`config.mk`:
```
export PLATFORM = sky130hd
export DESIGN_NAME = ps2_rx_ctrl
export DESIGN_NICKNAME = d
export VERILOG_FILES = /design/src/rtl/ps2_rx_ctrl.sv
export SDC_FILE = /design/constraint.sdc
export NUM_CORES = 1
export LEC_CHECK = 0
export CORE_ASPECT_RATIO = 0.75
export CORE_MARGIN = 3
export CORE_UTILIZATION = 35
export DETAILED_ROUTE_END_ITERATION = 6
export HOLD_SLACK_MARGIN = 0.1
export SLEW_MARGIN = 20
export SYNTH_ARGS = -nofsm -noshare
export SYNTH_HDL_FRONTEND = slang
export SYNTH_SLANG_ARGS = --single-unit
```
`constraint.sdc`:
```
create_clock -name clk -period 2.05 [get_ports clk]
set_input_delay 0.41 -clock clk [delete_from_list [all_inputs] [get_ports clk]]
set_output_delay 0.41 -clock clk [all_outputs]
set_load 0.02 [all_outputs]
```
`src/rtl/ps2_rx_ctrl.sv`:
```
// ps2_rx_ctrl: PS/2 device-to-host receiver (11-bit frame, odd parity) with a glitch filter and a stall timeout.
// Emits one scan_ready pulse per good frame and one frame_err pulse per dropped frame.
module ps2_rx_ctrl #(
  parameter int FILTER_LEN     = 8,
  parameter int TIMEOUT_CYCLES = 50000
) (
  input  logic       clk,
  input  logic       rst,
  input  logic       ps2_clk,
  input  logic       ps2_dat,
  output logic [7:0] scan_code,
  output logic       scan_ready,
  output logic       frame_err,
  output logic       busy
);
  localparam int FW = $clog2(FILTER_LEN + 1);
  localparam int TW = $clog2(TIMEOUT_CYCLES + 1);
  typedef enum logic [1:0] {S_IDLE, S_DATA, S_PARITY, S_STOP} state_t;
  state_t        r_state;
  logic [1:0]    r_clk_sync;
  logic [1:0]    r_dat_sync;
  logic          r_fclk;
  logic          r_fall;
  logic          r_par_ok;
  logic [FW-1:0] r_fcnt;
  logic [TW-1:0] r_tcnt;
  logic [7:0]    r_shreg;
  logic [2:0]    r_bit_cnt;
  logic          w_clk_s;
  logic          w_dat_s;
  logic          w_flip;
  logic          w_tmo;
  assign w_clk_s = r_clk_sync[1];
  assign w_dat_s = r_dat_sync[1];
  // fclk flips on the FILTER_LEN-th consecutive synced sample that disagrees with it
  assign w_flip  = (w_clk_s != r_fclk) && (r_fcnt == FW'(FILTER_LEN - 1));
  // a fall strobe in the same cycle beats the timeout
  assign w_tmo   = (r_state != S_IDLE) && !r_fall && (r_tcnt == TW'(TIMEOUT_CYCLES - 1));
  assign busy    = r_state != S_IDLE;
  always_ff @(posedge clk or posedge rst)
    if (rst) begin
      r_clk_sync <= '1;
      r_dat_sync <= '1;
      r_fclk     <= 1'b1;
      r_fcnt     <= '0;
      r_fall     <= 1'b0;
    end else begin
      r_clk_sync <= {r_clk_sync[0], ps2_clk};
      r_dat_sync <= {r_dat_sync[0], ps2_dat};
      r_fcnt     <= (w_clk_s == r_fclk || w_flip) ? '0 : r_fcnt + 1'b1;
      r_fclk     <= w_flip ? w_clk_s : r_fclk;
      r_fall     <= w_flip && !w_clk_s;
    end
  always_ff @(posedge clk or posedge rst)
    if (rst) begin
      r_state    <= S_IDLE;
      r_bit_cnt  <= '0;
      r_tcnt     <= '0;
      r_shreg    <= '0;
      r_par_ok   <= 1'b0;
      scan_code  <= '0;
      scan_ready <= 1'b0;
      frame_err  <= 1'b0;
    end else begin
      scan_ready <= 1'b0;
      frame_err  <= 1'b0;
      r_tcnt     <= (r_state == S_IDLE || r_fall || w_tmo) ? '0 : r_tcnt + 1'b1;
      if (w_tmo) begin
        r_state   <= S_IDLE;
        r_bit_cnt <= '0;
        r_shreg   <= '0;
        frame_err <= 1'b1;
      end else if (r_fall) begin
        case (r_state)
          S_IDLE: begin
            r_bit_cnt <= '0;
            r_state   <= w_dat_s ? S_IDLE : S_DATA;
          end
          S_DATA: begin
            r_shreg   <= {w_dat_s, r_shreg[7:1]};
            r_bit_cnt <= r_bit_cnt + 1'b1;
            r_state   <= (r_bit_cnt == 3'd7) ? S_PARITY : S_DATA;
          end
          S_PARITY: begin
            r_par_ok <= ^r_shreg ^ w_dat_s;
            r_state  <= S_STOP;
          end
          S_STOP: begin
            scan_code  <= (w_dat_s && r_par_ok) ? r_shreg : scan_code;
            scan_ready <= w_dat_s && r_par_ok;
            frame_err  <= !(w_dat_s && r_par_ok);
            r_state    <= S_IDLE;
          end
          default: r_state <= S_IDLE;
        endcase
      end
    end
endmodule

```
==> run metrics, run 1 <==
NetSw=396.5 uW; H-tree depth=2; final worst slack=0.2343 ns; FF+latch area=1257 um^2; min cycle time layout=1.816 ns; Clock transition at path regs=0.09 ns; vias after detailed routing=1469; remaining antenna violation count=0; largest net degree at the start of global routing=35; sequential power share=0.577; share of cells above drive strength 1=0.1556; status=finished, final reports clean; worst min path class=register to register; power per standard cell area=705.7 nW/um^2; die width=98.22 um; Nets=232; setup repair after global routing missed its margin=false; vias in the first global route=1449; actual slew at the worst max-slew pin=0.4151 ns; skew final=0.002796 ns; first-pass GRT wire length=6768 um; switching share of total power=0.2161; CTS tree=done; syn_area_per_cell=10.94 um^2; Util after Layout=0.4351; die height=75.16 um; router iterations before antenna repair=4; clock sink total=50; placed inst area=2492 um^2; Combinational Power Share=0.054; P_leak=1.174 nW; area delta synth->final=16.48%; num rows=24; critical path peak fanout=7; RePlAce Congestion=0.7495; Cells after Synth=204; placed wire-length estimate=2675 um; n_diodes=0; Residual DRC=0; Worst Setup Path Type=register to output pin; worst slack, placed=0.3004 ns; final setup vio count=0; Worst slew margin=0.7232; CP Data Arrival Time=1.41 ns; Boundary Pins=15; sequential-to-total area share from yosys stat=0.5633; later-pin clock latency in the skew report=0.30 ns; Max VDD drop=0.3782 mV; Yosys reg bits=50; syn nets=212; Worst setup EP type=output pin; FMAX=0.5508 GHz; footprint of the multi-input gates=920.9 um^2; Core Box Area=5976 um^2; Critical Path RT=1.64 ns; Ys Warns=0; postcts setup bufs=0; Pwr Total=1.835 mW; initial antenna violation count=0; Pint=1.438 mW; max-cap violations=0; Startpoint Class=register; total negative slack=0 ns; total track usage=0.1166; Slew Viols, Final=0; GRT overflow=0; period utilisation layout=0.8857; IO buf count=14; Synth Cell Area=2232 um^2; final instance area=2600 um^2; die footprint=7382 um^2; clk root buf=clkbuf_8; hold-fix buffers at CTS=0; DRT iter0 DRCs=59; initial core utilization=0.3735; Filler cells=581; final wirelength=3839 um; total CTS buffers=5; clock share of power=0.369; Vias per Instance=4.848; final hold vios=0; Netlist cell types=38; WL/cell=12.67 um; clk buf depth=2
worst paths after layout:
path | from | to | slack [ns] | cells after the start
max | r_state[1] | busy | 0.23 | 2
min | r_clk_sync[0] | r_clk_sync[1] | 0.37 | 0
max reg2reg | r_state[1] | scan_code[6] | 0.30 | 3
min reg2reg | r_clk_sync[0] | r_clk_sync[1] | 0.37 | 0
max in group asynchronous | rst | r_dat_sync[1] | 1.09 | 3
min in group asynchronous | rst | frame_err | 0.39 | 2
metrics by stage:
step	cells	hold WS [ns]
floorplan	204	0.3452
global placement	295	0.3538
detailed placement	295	0.3563
CTS	303	0.3690
global route	303	0.3666
finish	303	0.3669
timing repair:
action / CTS / global route
endpoints found under the hold margin: 0 / 0
endpoints found under the setup margin: 1 / 0
resized for setup: 1 / 0
final cells by class:
cell class              instances  share of cell area
flip-flops and latches         50              0.4836
clock inverters                 3             0.01540
multi-input cells             141              0.3542
repair buffers                 19             0.07267
inverters                       7             0.01011
clock buffers                   5             0.02647
well taps                      78             0.03754
sequential cells by signal, summed over array words and instances (netlist names):
name / cells
r_tcnt: 16
scan_ready: 1
r_fall: 1
r_dat_sync: 2
r_fcnt: 4
r_state: 2
r_bit_cnt: 3
r_clk_sync: 2
r_par_ok: 1
scan_code: 8
r_fclk: 1
frame_err: 1
r_shreg: 8
critical path: stages (launching register included):
cell and delay [ns]:
dfrtp_1 0.44, or2_2 0.34, dlygate4sd2_1 0.33
cell families (layout without fill, tap and decap cells):
family,Yosys count,after routing,share of synthesized area
AO/OA/AOI/OAI,20,20,0.05269
XOR/XNOR,22,22,0.09249
adder cells (fa/ha/maj),4,4,0.02242
buffers and inverters,13,34,0.02411
flip-flops,50,50,0.5633
multiplexers,10,10,0.04989
AND/OR/NAND/NOR,85,85,0.1951
placed cells by master, fill, tap and decap left out, drive strengths merged, types with 4 or more instances in the layout:
master | synthesis | layout
mux2 | 9 | 9
xor2 | 12 | 12
nand3 | 10 | 10
and3 | 4 | 4
inv | 7 | 7
ha | 4 | 4
dfstp | 5 | 5
nor2 | 24 | 24
xnor2 | 9 | 9
clkdlybuf4s50 | 0 | 13
clkbuf | 2 | 5
nand2 | 24 | 24
dfrtp | 45 | 45
buf | 4 | 5
a21oi | 12 | 12
nand4 | 7 | 7
cell usage after synthesis, drive strengths merged:
| library cell | instances | area, um^2 |
|---|---|---|
| nor4b | 1 | 8.760 |
| a21o | 1 | 7.510 |
| or3 | 2 | 17.52 |
| clkbuf | 2 | 7.510 |
| and4 | 1 | 10.01 |
| xnor2 | 9 | 78.83 |
| nor3b | 1 | 7.510 |
| and4bb | 1 | 12.51 |
| nor4 | 2 | 12.51 |
| a21oi | 12 | 60.06 |
| xor2 | 12 | 105.1 |
| o31ai | 1 | 7.510 |
| nand3 | 10 | 50.05 |
| ha | 4 | 50.05 |
| a211oi | 1 | 7.510 |
| and2 | 1 | 6.260 |
| or4 | 2 | 15.01 |
| nand2b | 1 | 6.260 |
| mux2i | 1 | 10.01 |
| nor2 | 24 | 90.09 |
| a22oi | 2 | 15.01 |
| inv | 7 | 26.28 |
| mux2 | 9 | 101.4 |
| xnor3 | 1 | 22.52 |
| and3 | 4 | 27.52 |
| or2 | 1 | 6.260 |
| nor4bb | 1 | 10.01 |
| nand2 | 24 | 90.09 |
| dfrtp | 45 | 1126 |
| o21ai | 2 | 10.01 |
| nand4 | 7 | 50.05 |
| buf | 4 | 20.02 |
| a41o | 1 | 10.01 |
| dfstp | 5 | 131.4 |
| nand3b | 2 | 15.01 |
metal layers:
layer	vias to the layer above	global-route usage	wire, um
met3	5	0.03333	141
met4	0	0.04545	46
li1	741	-	-
met1	706	0.1643	2089
met2	17	0.1719	1562
met5	-	0	0
power groups by stage:
stage	Combinational, mW	Sequential (mW)	Clock (mW)
2_1_floorplan	0.0747	1.07	0
3_3_place_gp	0.101	1.08	0
3_5_place_dp	0.106	1.08	0
4_1_cts	0.105	1.06	0.711
5_1_grt	0.118	1.06	0.747
6_report	0.0992	1.06	0.677
Note: power is estimated with default switching activity, not from simulation.
==> run 2, diff against run 1 <==
- CORE_ASPECT_RATIO: 0.75 -> 0.8
- CORE_UTILIZATION: 35 -> 58
- GPL_TIMING_DRIVEN: default -> 0
- PLACE_DENSITY: default -> 0.79
==> run 2 against run 1 <==
Compared with the run above:
- global-route usage rose by 9.2 points
- die area fell by 37%
- fmax fell by 2.3%
- hold slack got worse by 0.0050 ns
- largest power group unchanged
==> run metrics, run 2 (same netlist as run 1, synthesis figures left out) <==
status=finished, final reports clean; max FFs per register=16 (unchanged); Reg-to-Reg Start=r_tcnt[0]; initial core utilization=0.6260 (+0.2524); clock sink total=50 (unchanged); Core Box Area=3566 um^2 (-40%); worst slack, placed=-0.05144 ns (-0.3518 ns); Worst slew margin=0.6926 (-0.03068); largest net degree at the start of global routing=35 (unchanged); max-cap violations=0 (unchanged); FF-to-FF path depth=6 (+3); vias after detailed routing=1555 (+5.9%); DRT iter0 DRCs=101 (+71%); total CTS buffers=5 (unchanged); first-pass GRT wire length=7272 um (+7.4%); placed inst area=2445 um^2 (-1.9%); most frequent cells in the layout=dfrtp_1, nand2_1, nor2_1; NetSw=406.0 uW (+2.4%); slowest CP cell=dfrtp_1; CTS tree=done; r2r setup slk=0.20 ns (-0.10 ns); RePlAce Congestion=0.8416 (+12%); clock share of power=0.419 (+0.050); hold-fix buffers at CTS=0 (unchanged); die height=61.49 um (-18%); switching share of total power=0.2024 (-0.01365); commonest non-fill, non-tap cell in the layout=dfrtp_1; die footprint=4634 um^2 (-37%); Nets=233 (+0.43%); Worst path max stage delay=0.45 ns (about the same); Boundary Pins=15 (unchanged); crit path to=busy; sequential power share=0.531 (-0.046); GRT overflow=0 (unchanged); IO buf count=14 (unchanged); H-tree depth=2 (unchanged); worst min path class=register to register; num rows=19 (-21%); remaining antenna violation count=0 (unchanged); share of cells above drive strength 1=0.1637 (+0.008161); clk root buf=clkbuf_8; FMAX=0.5379 GHz (-2.3%); final hold vios=0 (unchanged); later-pin clock latency in the skew report=0.30 ns (about the same); CP Cell Sequence=or2_2 -> dlygate4sd2_1; clk buf depth=2 (unchanged); Worst setup EP type=output pin; final worst slack=0.1908 ns (-0.04357 ns); final instance area=2590 um^2 (-0.39%); Residual DRC=0 (unchanged); Startpoint Class=register; CP Data Arrival Time=1.45 ns (+0.04 ns); period utilisation layout=0.9070 (+0.02126); actual slew at the worst max-slew pin=0.4612 ns (+0.04601 ns); biggest regs=r_tcnt (16), r_shreg (8), scan_code (8); skew final=0.007179 ns (+0.004383 ns); Combinational Power Share=0.051 (-0.003); Clock transition at path regs=0.09 ns (about the same); final wirelength=4151 um (+8.1%); initial antenna violation count=0 (unchanged); area delta synth->final=16.03%; vias in the first global route=1595 (+10%); die width=75.36 um (-23%); Pint=1.600 mW (+11%); Critical Path RT=1.64 ns (about the same); power per standard cell area=774.4 nW/um^2 (+9.7%); WHS=0.3619 ns (-0.004984 ns); placed insts=261 (-12%); reg2reg end=r_tcnt[12]; Reg with most FFs=r_tcnt; n_diodes=0 (unchanged); placed wire-length estimate=2863 um (+7.1%); setup repair after global routing missed its margin=false; total track usage=0.2089 (+0.09227); P_leak=1.181 nW (+0.59%); critical path peak fanout=7 (unchanged); WL/cell=15.49 um (+22%); Vias per Instance=5.802 (+20%); router iterations before antenna repair=4 (unchanged); total negative slack=0 ns (unchanged); post-route insts no fill=268 (-12%); final setup vio count=0 (unchanged); Slew Viols, Final=0 (unchanged); Worst Setup Path Type=register to output pin; min cycle time layout=1.859 ns (+0.04357 ns); Max VDD drop=0.5232 mV (+38%); crit path from=r_state[1]
## run 2: layout make-up
cell class	instances	area, um^2
plain buffers	5	23.77
clock buffers	6	82.58
clock inverters	2	60.06
fillers	235	975.9
inverters	7	26.28
multi-input cells	141	928.4
flip-flops and latches	50	1257
well taps	42	52.55
repair buffers	15	158.9
## run 2: worst min path at each step
stage,start,endpoint,cells after the start
finish,r_clk_sync[0],r_clk_sync[1],0
global route,r_clk_sync[0],r_clk_sync[1],0
CTS,r_clk_sync[0],r_clk_sync[1],0
detailed placement,r_clk_sync[0],r_clk_sync[1],0
global placement,r_dat_sync[0],r_dat_sync[1],0
floorplan,r_clk_sync[0],r_clk_sync[1],0
## run 2: repair_timing
action / 4_1_cts / 5_1_grt
gates resized for setup: 2 / 1
buffers inserted: 0 / 0
setup endpoints to repair: 11 / 20
endpoints found under the hold margin: 0 / 0
## run 2: power groups by stage
stage          Combinational [mW]  Clock [mW]  Sequential (mW)
6_report                    0.102       0.840             1.06
4_1_cts                     0.104       0.847             1.06
2_1_floorplan              0.0747           0             1.07
3_3_place_gp               0.0911           0             1.07
5_1_grt                     0.119       0.893             1.07
3_5_place_dp                0.103           0             1.08
## run 2: critical path, delay by kind of cell (launching register included)
family | cells | cell delay, ns
buffers and inverters | 1 | 0.34
and+or+nand+nor | 1 | 0.36
DFF | 1 | 0.45
## run 2: per-layer routing
layer  vias to the layer above  track usage  routed length [um]
met1                       768       0.2702                1860
met2                        36       0.3444                2048
met4                         0      0.08728                  84
met5                         -            0                   0
li1                        740            -                   -
met3                        11      0.04405                 158
## run 2: per-stage QoR
stage            util  power [mW]
2_1_floorplan       -       1.146
3_3_place_gp   0.6800       1.165
3_5_place_dp   0.6856       1.183
4_1_cts        0.7267       2.014
5_1_grt        0.7263       2.080
6_report       0.7263       2.006
==> run 3, diff against run 2 <==
- CORE_UTILIZATION: 58 -> 35
- PLACE_DENSITY: 0.79 -> default
==> run 3 against run 2 <==
Compared with the run above:
- via count shrank 4.8%
- non-clock buffer count is the same
- sequential cell count is the same
- sequential share of layout area is essentially flat
- first-iteration DRC count shrank 31%
- wire length shrank 3.3%
- cell count grew 15%
- critical endpoint unchanged
- largest cell class unchanged
- highest routed layer unchanged
==> run metrics, run 3 (same netlist as run 1, synthesis figures left out) <==
Max VDD drop=0.3342 mV (-36%); Nets=233 (unchanged); num rows=25 (+6); worst min path class=register to register; vias after detailed routing=1480 (-4.8%); actual slew at the worst max-slew pin=0.4800 ns (+0.01886 ns); initial antenna violation count=0 (unchanged); n_diodes=0 (unchanged); Worst slew margin=0.6800 (-0.01257); die footprint=7378 um^2 (+59%); final setup vio count=0 (unchanged); status=finished, final reports clean; final instance area=2591 um^2 (about the same); P_leak=1.157 nW (-2.0%); highest metal used=met4; share of cells above drive strength 1=0.1637 (unchanged); slowest CP cell=dfrtp_1; final hold vios=0 (unchanged); clock share of power=0.338 (-0.081); CP Cell Sequence=or2_2 -> dlygate4sd2_1; setup repair after global routing missed its margin=false; GRT overflow=0 (unchanged); period utilisation layout=0.9084 (+0.001456); die height=77.43 um (+26%); met3 wire len=139 um (-12%); DRT iter0 DRCs=70 (-31%); final wirelength=4012 um (-3.3%); Worst setup EP type=output pin; biggest regs=r_tcnt (16), r_shreg (8), scan_code (8); Core Box Area=6037 um^2 (+69%); FMAX=0.5370 GHz (-0.16%); RePlAce Congestion=0.7916 (-5.9%); total CTS buffers=5 (unchanged); first-pass GRT wire length=7217 um (-0.76%); Combinational Power Share=0.058 (+0.007); switching share of total power=0.2292 (+0.02674); CTS tree=done; H-tree depth=2 (unchanged); commonest non-fill, non-tap cell in the layout=dfrtp_1; die width=95.29 um (+26%); power per standard cell area=675.8 nW/um^2 (-13%); min cycle time layout=1.862 ns (+0.002985 ns); max FFs per register=16 (unchanged); Residual DRC=0 (unchanged); final worst slack=0.1878 ns (-0.002985 ns); skew final=0.009306 ns (+0.002127 ns); most frequent cells in the layout=dfrtp_1, nand2_1, nor2_1; total track usage=0.1242 (-0.08473); Worst Setup Path Type=register to output pin; later-pin clock latency in the skew report=0.30 ns (about the same); Pint=1.350 mW (-16%); Startpoint Class=register; sequential power share=0.604 (+0.073); Slew Viols, Final=0 (unchanged); remaining antenna violation count=0 (unchanged); Critical Path RT=1.64 ns (about the same); Boundary Pins=15 (unchanged); NetSw=401.3 uW (-1.1%); postcts setup bufs=0 (unchanged); CTS resizes=2 (unchanged); WL met2=1702 um (-17%); CP Data Arrival Time=1.45 ns (about the same); WL met1=2118 um (+14%); placed wire-length estimate=2830 um (-1.2%); WL/cell=13.07 um (-16%); Worst path max stage delay=0.45 ns (about the same); largest net degree at the start of global routing=33 (-5.7%); vias in the first global route=1477 (-7.4%); placed inst area=2494 um^2 (+2.0%); clk buf depth=2 (unchanged); Vias per Instance=4.821 (-17%); clock sink total=50 (unchanged); router iterations before antenna repair=4 (unchanged); IO buf count=14 (unchanged); hold-fix buffers at CTS=0 (unchanged); area delta synth->final=16.09% (about the same); WHS=0.3592 ns (-0.002709 ns); Clock transition at path regs=0.09 ns (about the same); Reg with most FFs=r_tcnt; worst slack, placed=-0.03108 ns (+0.02036 ns); initial core utilization=0.3697 (-0.2562); clk root buf=clkbuf_8; critical path peak fanout=7 (unchanged); max-cap violations=0 (unchanged)
run 3: final cells by class:
cell class,count,area (um^2)
inverter,7,26.28
timing repair buffer,15,158.9
fill,594,3446
tap,81,101.3
clock buffer,6,82.58
buffer,5,23.77
multi-input combinational,141,928.4
clock inverter,2,12.51
sequential,50,1257
run 3: critical path, delay by kind of cell, from the launching register on:
family | cells | cell delay, ns
buffers and inverters | 1 | 0.34
DFF | 1 | 0.45
and+or+nand+nor | 1 | 0.36
run 3: routing by layer:
metal  vias up  global-route usage
met3         5             0.03295
li1        740                   -
met1       718              0.1839
met2        17              0.1754
met5         -                   0
met4         0             0.03890
run 3: path summary, 6_finish.rpt:
check	start	end	slack (ns)	cells after the start
worst max-delay path	r_state[1]	busy	0.19	2
worst min-delay path	r_clk_sync[0]	r_clk_sync[1]	0.36	0
worst max register to register	r_tcnt[0]	r_bit_cnt[2]	0.23	6
worst min register to register	r_clk_sync[0]	r_clk_sync[1]	0.36	0
max in group asynchronous	rst	r_shreg[0]	1.13	3
min in group asynchronous	rst	r_fcnt[0]	0.42	2
run 3: power groups by stage:
| stage | clock, mW | sequential (mW) | combinational (mW) |
|---|---|---|---|
| floorplan | 0 | 1.07 | 0.0747 |
| detailed placement | 0 | 1.08 | 0.105 |
| global route | 0.653 | 1.06 | 0.122 |
| CTS | 0.617 | 1.06 | 0.106 |
| finish | 0.592 | 1.06 | 0.102 |
| global placement | 0 | 1.08 | 0.0972 |
run 3: per-stage QoR:
stage                     setup TNS (ns)  utilization  instances  power, mW
after floorplan                        0            -        204      1.146
after global placement            -25.87       0.4097        299      1.173
after detailed placement         -0.2450       0.4131        300      1.181
after CTS                              0       0.4294        308      1.780
after global routing                   0       0.4292        307      1.838
final                                  0       0.4292        307      1.751
